`src/rtl/aes_inv_round_ctrl.sv`:
```
// Iterative AES-128 inverse cipher controller.
// One round per clock over a single 128-bit state register. Round keys come
// from an external key store addressed by rk_addr in the order 10,9,...,1,0.
// Byte layout everywhere: bits [127:96] = column 0, byte [127:120] = row 0.

// Inverse S-box lookup for one byte.
module aes_inv_sbox (
   input  logic [7:0] a_i,
   output logic [7:0] y_o
);
   // Row 0 of the table sits in the most significant bits, so element 255
   // holds InvSbox[0x00]. That is why the lookup indexes with ~a_i.
   localparam logic [255:0][7:0] INV_SBOX = {
      128'h52096ad53036a538bf40a39e81f3d7fb,
      128'h7ce339829b2fff87348e4344c4dee9cb,
      128'h547b9432a6c2233dee4c950b42fac34e,
      128'h082ea16628d924b2765ba2496d8bd125,
      128'h72f8f66486689816d4a45ccc5d65b692,
      128'h6c704850fdedb9da5e154657a78d9d84,
      128'h90d8ab008cbcd30af7e45805b8b34506,
      128'hd02c1e8fca3f0f02c1afbd0301138a6b,
      128'h3a9111414f67dcea97f2cfcef0b4e673,
      128'h96ac7422e7ad3585e2f937e81c75df6e,
      128'h47f11a711d29c5896fb7620eaa18be1b,
      128'hfc563e4bc6d279209adbc0fe78cd5af4,
      128'h1fdda8338807c731b11210592780ec5f,
      128'h60517fa919b54a0d2de57a9f93c99cef,
      128'ha0e03b4dae2af5b0c8ebbb3c83539961,
      128'h172b047eba77d626e169146355210c7d
   };

   assign y_o = INV_SBOX[~a_i];
endmodule

// InvSubBytes: sixteen parallel inverse S-boxes.
module aes_inv_sub_bytes (
   input  logic [127:0] data_i,
   output logic [127:0] data_o
);
   for (genvar i = 0; i < 16; i++) begin : g_sbox
      aes_inv_sbox u_sbox (
         .a_i (data_i[8*i +: 8]),
         .y_o (data_o[8*i +: 8])
      );
   end
endmodule

// InvShiftRows: row r is rotated right by r columns.
module aes_inv_shift_rows (
   input  logic [127:0] data_i,
   output logic [127:0] data_o
);
   // Output byte (row r, column c) comes from input byte (row r, column c-r mod 4).
   for (genvar c = 0; c < 4; c++) begin : g_col
      for (genvar r = 0; r < 4; r++) begin : g_row
         assign data_o[127 - 8*(4*c + r) -: 8] =
            data_i[127 - 8*(4*((c - r + 4) % 4) + r) -: 8];
      end
   end
endmodule

// InvMixColumns for one 32-bit column (row 0 in the top byte).
module aes_inv_mix_column (
   input  logic [31:0] col_i,
   output logic [31:0] col_o
);
   // Multiply by x in GF(2^8) modulo x^8+x^4+x^3+x+1.
   function automatic logic [7:0] xtime(input logic [7:0] b);
      return {b[6:0], 1'b0} ^ (b[7] ? 8'h1b : 8'h00);
   endfunction

   // Multiply by a 4-bit constant built from the powers x, x^2, x^3.
   function automatic logic [7:0] gmul(input logic [7:0] b, input logic [3:0] k);
      logic [7:0] x2, x4, x8;
      x2 = xtime(b);
      x4 = xtime(x2);
      x8 = xtime(x4);
      return (k[0] ? b : 8'h00) ^ (k[1] ? x2 : 8'h00) ^
             (k[2] ? x4 : 8'h00) ^ (k[3] ? x8 : 8'h00);
   endfunction

   logic [7:0] a0, a1, a2, a3;
   assign {a0, a1, a2, a3} = col_i;

   assign col_o[31:24] = gmul(a0, 4'd14) ^ gmul(a1, 4'd11) ^ gmul(a2, 4'd13) ^ gmul(a3, 4'd9);
   assign col_o[23:16] = gmul(a0, 4'd9)  ^ gmul(a1, 4'd14) ^ gmul(a2, 4'd11) ^ gmul(a3, 4'd13);
   assign col_o[15:8]  = gmul(a0, 4'd13) ^ gmul(a1, 4'd9)  ^ gmul(a2, 4'd14) ^ gmul(a3, 4'd11);
   assign col_o[7:0]   = gmul(a0, 4'd11) ^ gmul(a1, 4'd13) ^ gmul(a2, 4'd9)  ^ gmul(a3, 4'd14);
endmodule

// Round controller top.
//
// Handshakes: a transfer happens on a rising edge where valid and ready are
// both high. The input side accepts only in IDLE with key_ready set. The
// output side holds out_valid and out_data stable until out_ready is seen.
module aes_inv_round_ctrl #(
   parameter int NR = 10
) (
   input  logic         clk,
   input  logic         rst,
   input  logic         key_ready,
   input  logic         in_valid,
   input  logic [127:0] in_data,
   output logic         in_ready,
   output logic [3:0]   rk_addr,
   input  logic [127:0] rk_data,
   output logic         out_valid,
   output logic [127:0] out_data,
   input  logic         out_ready,
   output logic         busy
);
   typedef enum logic [2:0] {
      IDLE  = 3'd0,
      INIT  = 3'd1,
      ROUND = 3'd2,
      FINAL = 3'd3,
      DONE  = 3'd4
   } fsm_e;

   localparam logic [3:0] LAST_KEY   = 4'(NR);
   localparam logic [3:0] FIRST_ROUND = 4'(NR - 1);

   fsm_e         fsm_q;
   logic [127:0] state_q;
   logic [3:0]   round_q;
   logic [3:0]   rk_addr_q;
   logic         out_valid_q;
   logic         busy_q;

   // Shared datapath. ROUND and FINAL both use InvSubBytes(InvShiftRows(s)) ^ key.
   // ROUND then applies InvMixColumns to that sum.
   logic [127:0] inv_sr;
   logic [127:0] inv_sb;
   logic [127:0] add_key;
   logic [127:0] state_round_d;
   logic [127:0] state_init_d;

   aes_inv_shift_rows u_isr (.data_i(state_q), .data_o(inv_sr));
   aes_inv_sub_bytes  u_isb (.data_i(inv_sr),  .data_o(inv_sb));

   assign add_key      = inv_sb ^ rk_data;
   assign state_init_d = state_q ^ rk_data;

   for (genvar c = 0; c < 4; c++) begin : g_imc
      aes_inv_mix_column u_imc (
         .col_i (add_key[127 - 32*c -: 32]),
         .col_o (state_round_d[127 - 32*c -: 32])
      );
   end

   // The sequencer registers every output. The key store sees each new
   // address one cycle before the state that consumes that key.
   always_ff @(posedge clk) begin
      if (rst) begin
         fsm_q       <= IDLE;
         state_q     <= '0;
         round_q     <= '0;
         rk_addr_q   <= '0;
         out_valid_q <= 1'b0;
         busy_q      <= 1'b0;
      end else begin
         case (fsm_q)
            IDLE: begin
               if (in_valid && in_ready) begin
                  state_q   <= in_data;
                  rk_addr_q <= LAST_KEY;
                  round_q   <= FIRST_ROUND;
                  busy_q    <= 1'b1;
                  fsm_q     <= INIT;
               end
            end
            INIT: begin
               state_q   <= state_init_d;
               rk_addr_q <= FIRST_ROUND;
               fsm_q     <= ROUND;
            end
            ROUND: begin
               state_q <= state_round_d;
               if (round_q == 4'd1) begin
                  rk_addr_q <= 4'd0;
                  fsm_q     <= FINAL;
               end else begin
                  round_q   <= round_q - 4'd1;
                  rk_addr_q <= rk_addr_q - 4'd1;
               end
            end
            FINAL: begin
               state_q     <= add_key;
               out_valid_q <= 1'b1;
               fsm_q       <= DONE;
            end
            DONE: begin
               // Returning to IDLE only here means no block is accepted in
               // the same cycle as the output handshake.
               if (out_ready) begin
                  out_valid_q <= 1'b0;
                  busy_q      <= 1'b0;
                  fsm_q       <= IDLE;
               end
            end
            default: begin
               fsm_q       <= IDLE;
               out_valid_q <= 1'b0;
               busy_q      <= 1'b0;
            end
         endcase
      end
   end

   assign in_ready  = (fsm_q == IDLE) & key_ready;
   assign rk_addr   = rk_addr_q;
   assign out_valid = out_valid_q;
   assign out_data  = state_q;
   assign busy      = busy_q;
endmodule

```
`config.mk`:
```
export PLATFORM = sky130hd
export DESIGN_NAME = aes_inv_round_ctrl
export DESIGN_NICKNAME = d
export VERILOG_FILES = /design/src/rtl/aes_inv_round_ctrl.sv
export SDC_FILE = /design/constraint.sdc
export NUM_CORES = 2
export LEC_CHECK = 0
export CORE_ASPECT_RATIO = 1.1
export CORE_MARGIN = 8
export CORE_UTILIZATION = 23
export CTS_CLUSTER_DIAMETER = 100
export DETAILED_ROUTE_END_ITERATION = 10
export GPL_TIMING_DRIVEN = 0
export SLEW_MARGIN = 20
export SYNTH_ARGS = -nofsm -noshare
export SYNTH_HDL_FRONTEND = slang
export SYNTH_HIERARCHICAL = 1
export SYNTH_SLANG_ARGS = --single-unit
export TNS_END_PERCENT = 5
```
`constraint.sdc`:
```
create_clock -name clk -period 7.12 [get_ports clk]
set_input_delay 2.136 -clock clk [delete_from_list [all_inputs] [get_ports clk]]
set_output_delay 2.136 -clock clk [all_outputs]
set_load 0.1 [all_outputs]
```
==> impl_metrics.toml <==
[routing]
antenna_left = 0
vias = 104000
drt-total-wl_um = 607000
routedWlPerCell_um = 38.5
drt_iter0_markers = 16700
drt_pass1_iterations = 11
vias_per_cell = 6.57
drc = 1

[grt]
grt_pass1_vias = 98900
overflow = 0
grt_first_pass_wirelength_um = 829000
track_usage = 0.331
grt_max_degree = 18
antenna_found_initial = 49

[place]
hpwl_um = 466000
placedCellCount = 15700
gp_congestion = 1.08
port_buffers = 395

[timing]
setup_ws_ns = -0.0471
max_freq_ghz = 0.140
fin_setup_tns_ns = -0.100
min_period_over_period = 1.01
relSlewSlack = 0.171
fin_skew_ns = 0.0552
max_slew.worst_pin.slew_ns = 1.23
rsz0062_at_grt = "true"
hold_viol = 0
setup_viol = 3
period_needed_ns = 7.17
slew_viol_final = 0

[clock_network]
cts.clk_slew.worst_paths_ns = 0.07
clkSinkCount = 141
cts.root.buffer_cell = "clkbuf_16"
cts_tree = "built"
clk_path_buf_depth = 3
htree_levels = 4
cts_buffers = 21
insertion_delay_ns = 0.63

[die]
design.die.area_sq_mm = 0.343
core_area_sq_mm = 0.323
die_width_um = 559
num_rows = 219
start_util = 0.231
ios = 396
die_h_um = 614

[synth]
synth_enable_flop_cells = 0
yosys.area_share.xor_xnor = 0.134
synthDistinctLibCells = 106
synth_area_sq_mm = 0.0747
synth_top_family_by_area = "compound AO/OA/AOI/OAI gates"
synth_cells = 11000
yosys.area_share.simple = 0.227
synth_area_per_cell_sq_um = 6.80
ys_ff_latch = 141
postSynthNetCount = 11600
synthAdderAreaFrac = 0.0564
ys_seq_area_frac = 0.0378
yosys_warnings = 6
synth_compound_area_frac = 0.390
synth.area.mux_share = 0.0365
synthArstFlopShare = 0
yosys_most_used_dff = "dfxtp_1"

[setup_path]
critPathBufInv = 5
critPathRequiredTime_ns = 7.61
path_cells = "buf_4 -> buf_2 -> inv_1 -> ha_1 -> clkbuf_1 -> nor2b_1 -> nor3_1 -> a311oi_1 -> o22ai_1 -> a311oi_1 -> o21ai_1 -> xor2_1 -> buf_4 -> xnor3_2 -> xnor3_1 -> xnor2_2 -> xnor3_1 -> o22ai_1 -> a2111oi_0 -> a21o_1"
r2r_cells = 20
critPathMaxStageDelay_ns = 0.78
crit_cells = 20
worst-setup-path-type = "reg2reg"
crit_path_top_delay_cell = "nor2b_1"
arrival_ns = 7.65
startpoint_type = "register"
rr_startpoint = "out_data[56]"
cp_top_family = "XOR/XNOR gates"
startpoint = "out_data[56]"
end_kind = "register"
cp_max_fo = 10

[run]
maxCapViolations = 0

[cells_and_area]
post_layout_nonfiller_instances = 15800
area_growth_pct = 14.1
fillCellCount = 36800
final_util = 0.264
nets = 12000
drive_above_1_share = 0.118

[run_status]
status = "finished, violations left"
violations = "design-rule violations, negative setup slack"

[min_path]
worstHoldStart = "out_data[29]"
holdPathStages = 1
hold_path.class = "reg2reg"
synthesized netlist by cell type, types with 112 or more instances:
cell type | count | share of area
nand3_1 | 392 | 0.026
xnor2_1 | 463 | 0.054
xor2_1 | 289 | 0.034
nand4_1 | 115 | 0.0096
a211oi_1 | 213 | 0.021
nor2_1 | 482 | 0.024
nand2_1 | 856 | 0.043
o22ai_1 | 219 | 0.018
nor3_1 | 261 | 0.017
o31ai_1 | 137 | 0.014
o21ai_0 | 837 | 0.056
ha_1 | 337 | 0.056
clkbuf_1 | 445 | 0.022
buf_4 | 236 | 0.024
a221oi_1 | 135 | 0.016
dfxtp_1 | 141 | 0.038
nand2b_1 | 445 | 0.037
a311oi_1 | 226 | 0.026
a2111oi_0 | 152 | 0.018
xnor3_1 | 112 | 0.034
a21o_1 | 186 | 0.019
a31oi_1 | 246 | 0.021
o211ai_1 | 191 | 0.019
buf_2 | 557 | 0.037
o311ai_0 | 119 | 0.014
inv_1 | 302 | 0.015
nor2b_1 | 268 | 0.022
a21oi_1 | 1064 | 0.071
stage by stage:
stage               hold slack (ns)  instance area (sq um)  setup WS, ns
floorplan                     0.498                  74700          1.21
global placement              0.515                  84100         -1.64
detailed placement            0.520                  84100         -1.53
CTS                           0.542                  84900       -0.0153
global route                  0.561                  85200        -0.137
finish                        0.537                  85300       -0.0471
final timing paths:
check	to	slack, ns
max	out_data[52]	-0.05
min	out_data[29]	0.54
max reg2reg	out_data[52]	-0.05
min reg2reg	out_data[29]	0.54
worst register-to-register path: stages, from the launching register on:
cell	delay, ns
dfxtp_1	0.42
buf_4	0.28
buf_2	0.31
inv_1	0.30
ha_1	0.31
clkbuf_1	0.30
nor2b_1	0.78
nor3_1	0.09
a311oi_1	0.29
o22ai_1	0.15
a311oi_1	0.43
o21ai_1	0.41
xor2_1	0.61
buf_4	0.31
xnor3_2	0.43
xnor3_1	0.45
xnor2_2	0.22
xnor3_1	0.43
o22ai_1	0.27
a2111oi_0	0.13
a21o_1	0.18
cell usage in the layout (no fill, tap or decap), drive strengths merged, types with 219 or more instances in the layout:
| master | Yosys | routed |
|---|---|---|
| a21oi | 1066 | 1066 |
| buf | 923 | 940 |
| nand2 | 870 | 870 |
| o21ai | 851 | 851 |
| nor2 | 510 | 510 |
| xnor2 | 479 | 479 |
| nand2b | 472 | 472 |
| clkbuf | 449 | 470 |
| nand3 | 392 | 392 |
| clkdlybuf4s50 | 0 | 387 |
| ha | 337 | 337 |
| inv | 320 | 320 |
| xor2 | 301 | 301 |
| nor2b | 270 | 270 |
| nor3 | 262 | 262 |
| a31oi | 246 | 246 |
| a311oi | 227 | 227 |
| o22ai | 219 | 219 |
state kept, by name, summed over array words and instances, names as in the netlist:
signal / count
fsm_q: 3
rk_addr: 4
out_data: 128
busy: 1
round_q: 4
out_valid: 1
routing by layer:
| metal | GRT usage | vias up | part of all wire |
|---|---|---|---|
| met5 | 0.000278 | - | 0.00066 |
| met4 | 0.228 | 30 | 0.092 |
| met3 | 0.0879 | 2700 | 0.11 |
| met2 | 0.511 | 8866 | 0.42 |
| met1 | 0.401 | 50100 | 0.37 |
| li1 | - | 41800 | - |
timing repair:
item,in CTS,in global routing
pin swaps,0,1
cloned,0,0
resized for setup,25,65
endpoints found under the setup margin,49,55
setup buffers,0,3
hold buffers,0,0
cell type report:
| type | count | area [sq um] | share of cell area |
|---|---|---|---|
| clock inverter | 8 | 128 | 0.00150 |
| multi-input combinational | 9131 | 63500 | 0.745 |
| antenna | 27 | 67.6 | 0.000792 |
| sequential | 141 | 2830 | 0.0332 |
| tap | 4309 | 5390 | 0.0632 |
| buffer | 1370 | 7510 | 0.0881 |
| clock buffer | 24 | 557 | 0.00653 |
| inverter | 346 | 1300 | 0.0153 |
| timing repair buffer | 403 | 3990 | 0.0467 |
cells by family (layout without fill, tap and decap cells):
kind of cell             count (synthesis)  after routing
flip-flops                             141            141
multiplexers                           204            204
XOR/XNOR                               908            908
AO/OA/AOI/OAI                         4359           4359
other                                    0             27
buffers and inverters                 1718           2151
AND/OR/NAND/NOR                       3323           3323
adder cells (fa/ha/maj)                337            337
Power is not shown: default switching activity piles up to over one toggle a cycle in this logic, so the estimate is an artifact.
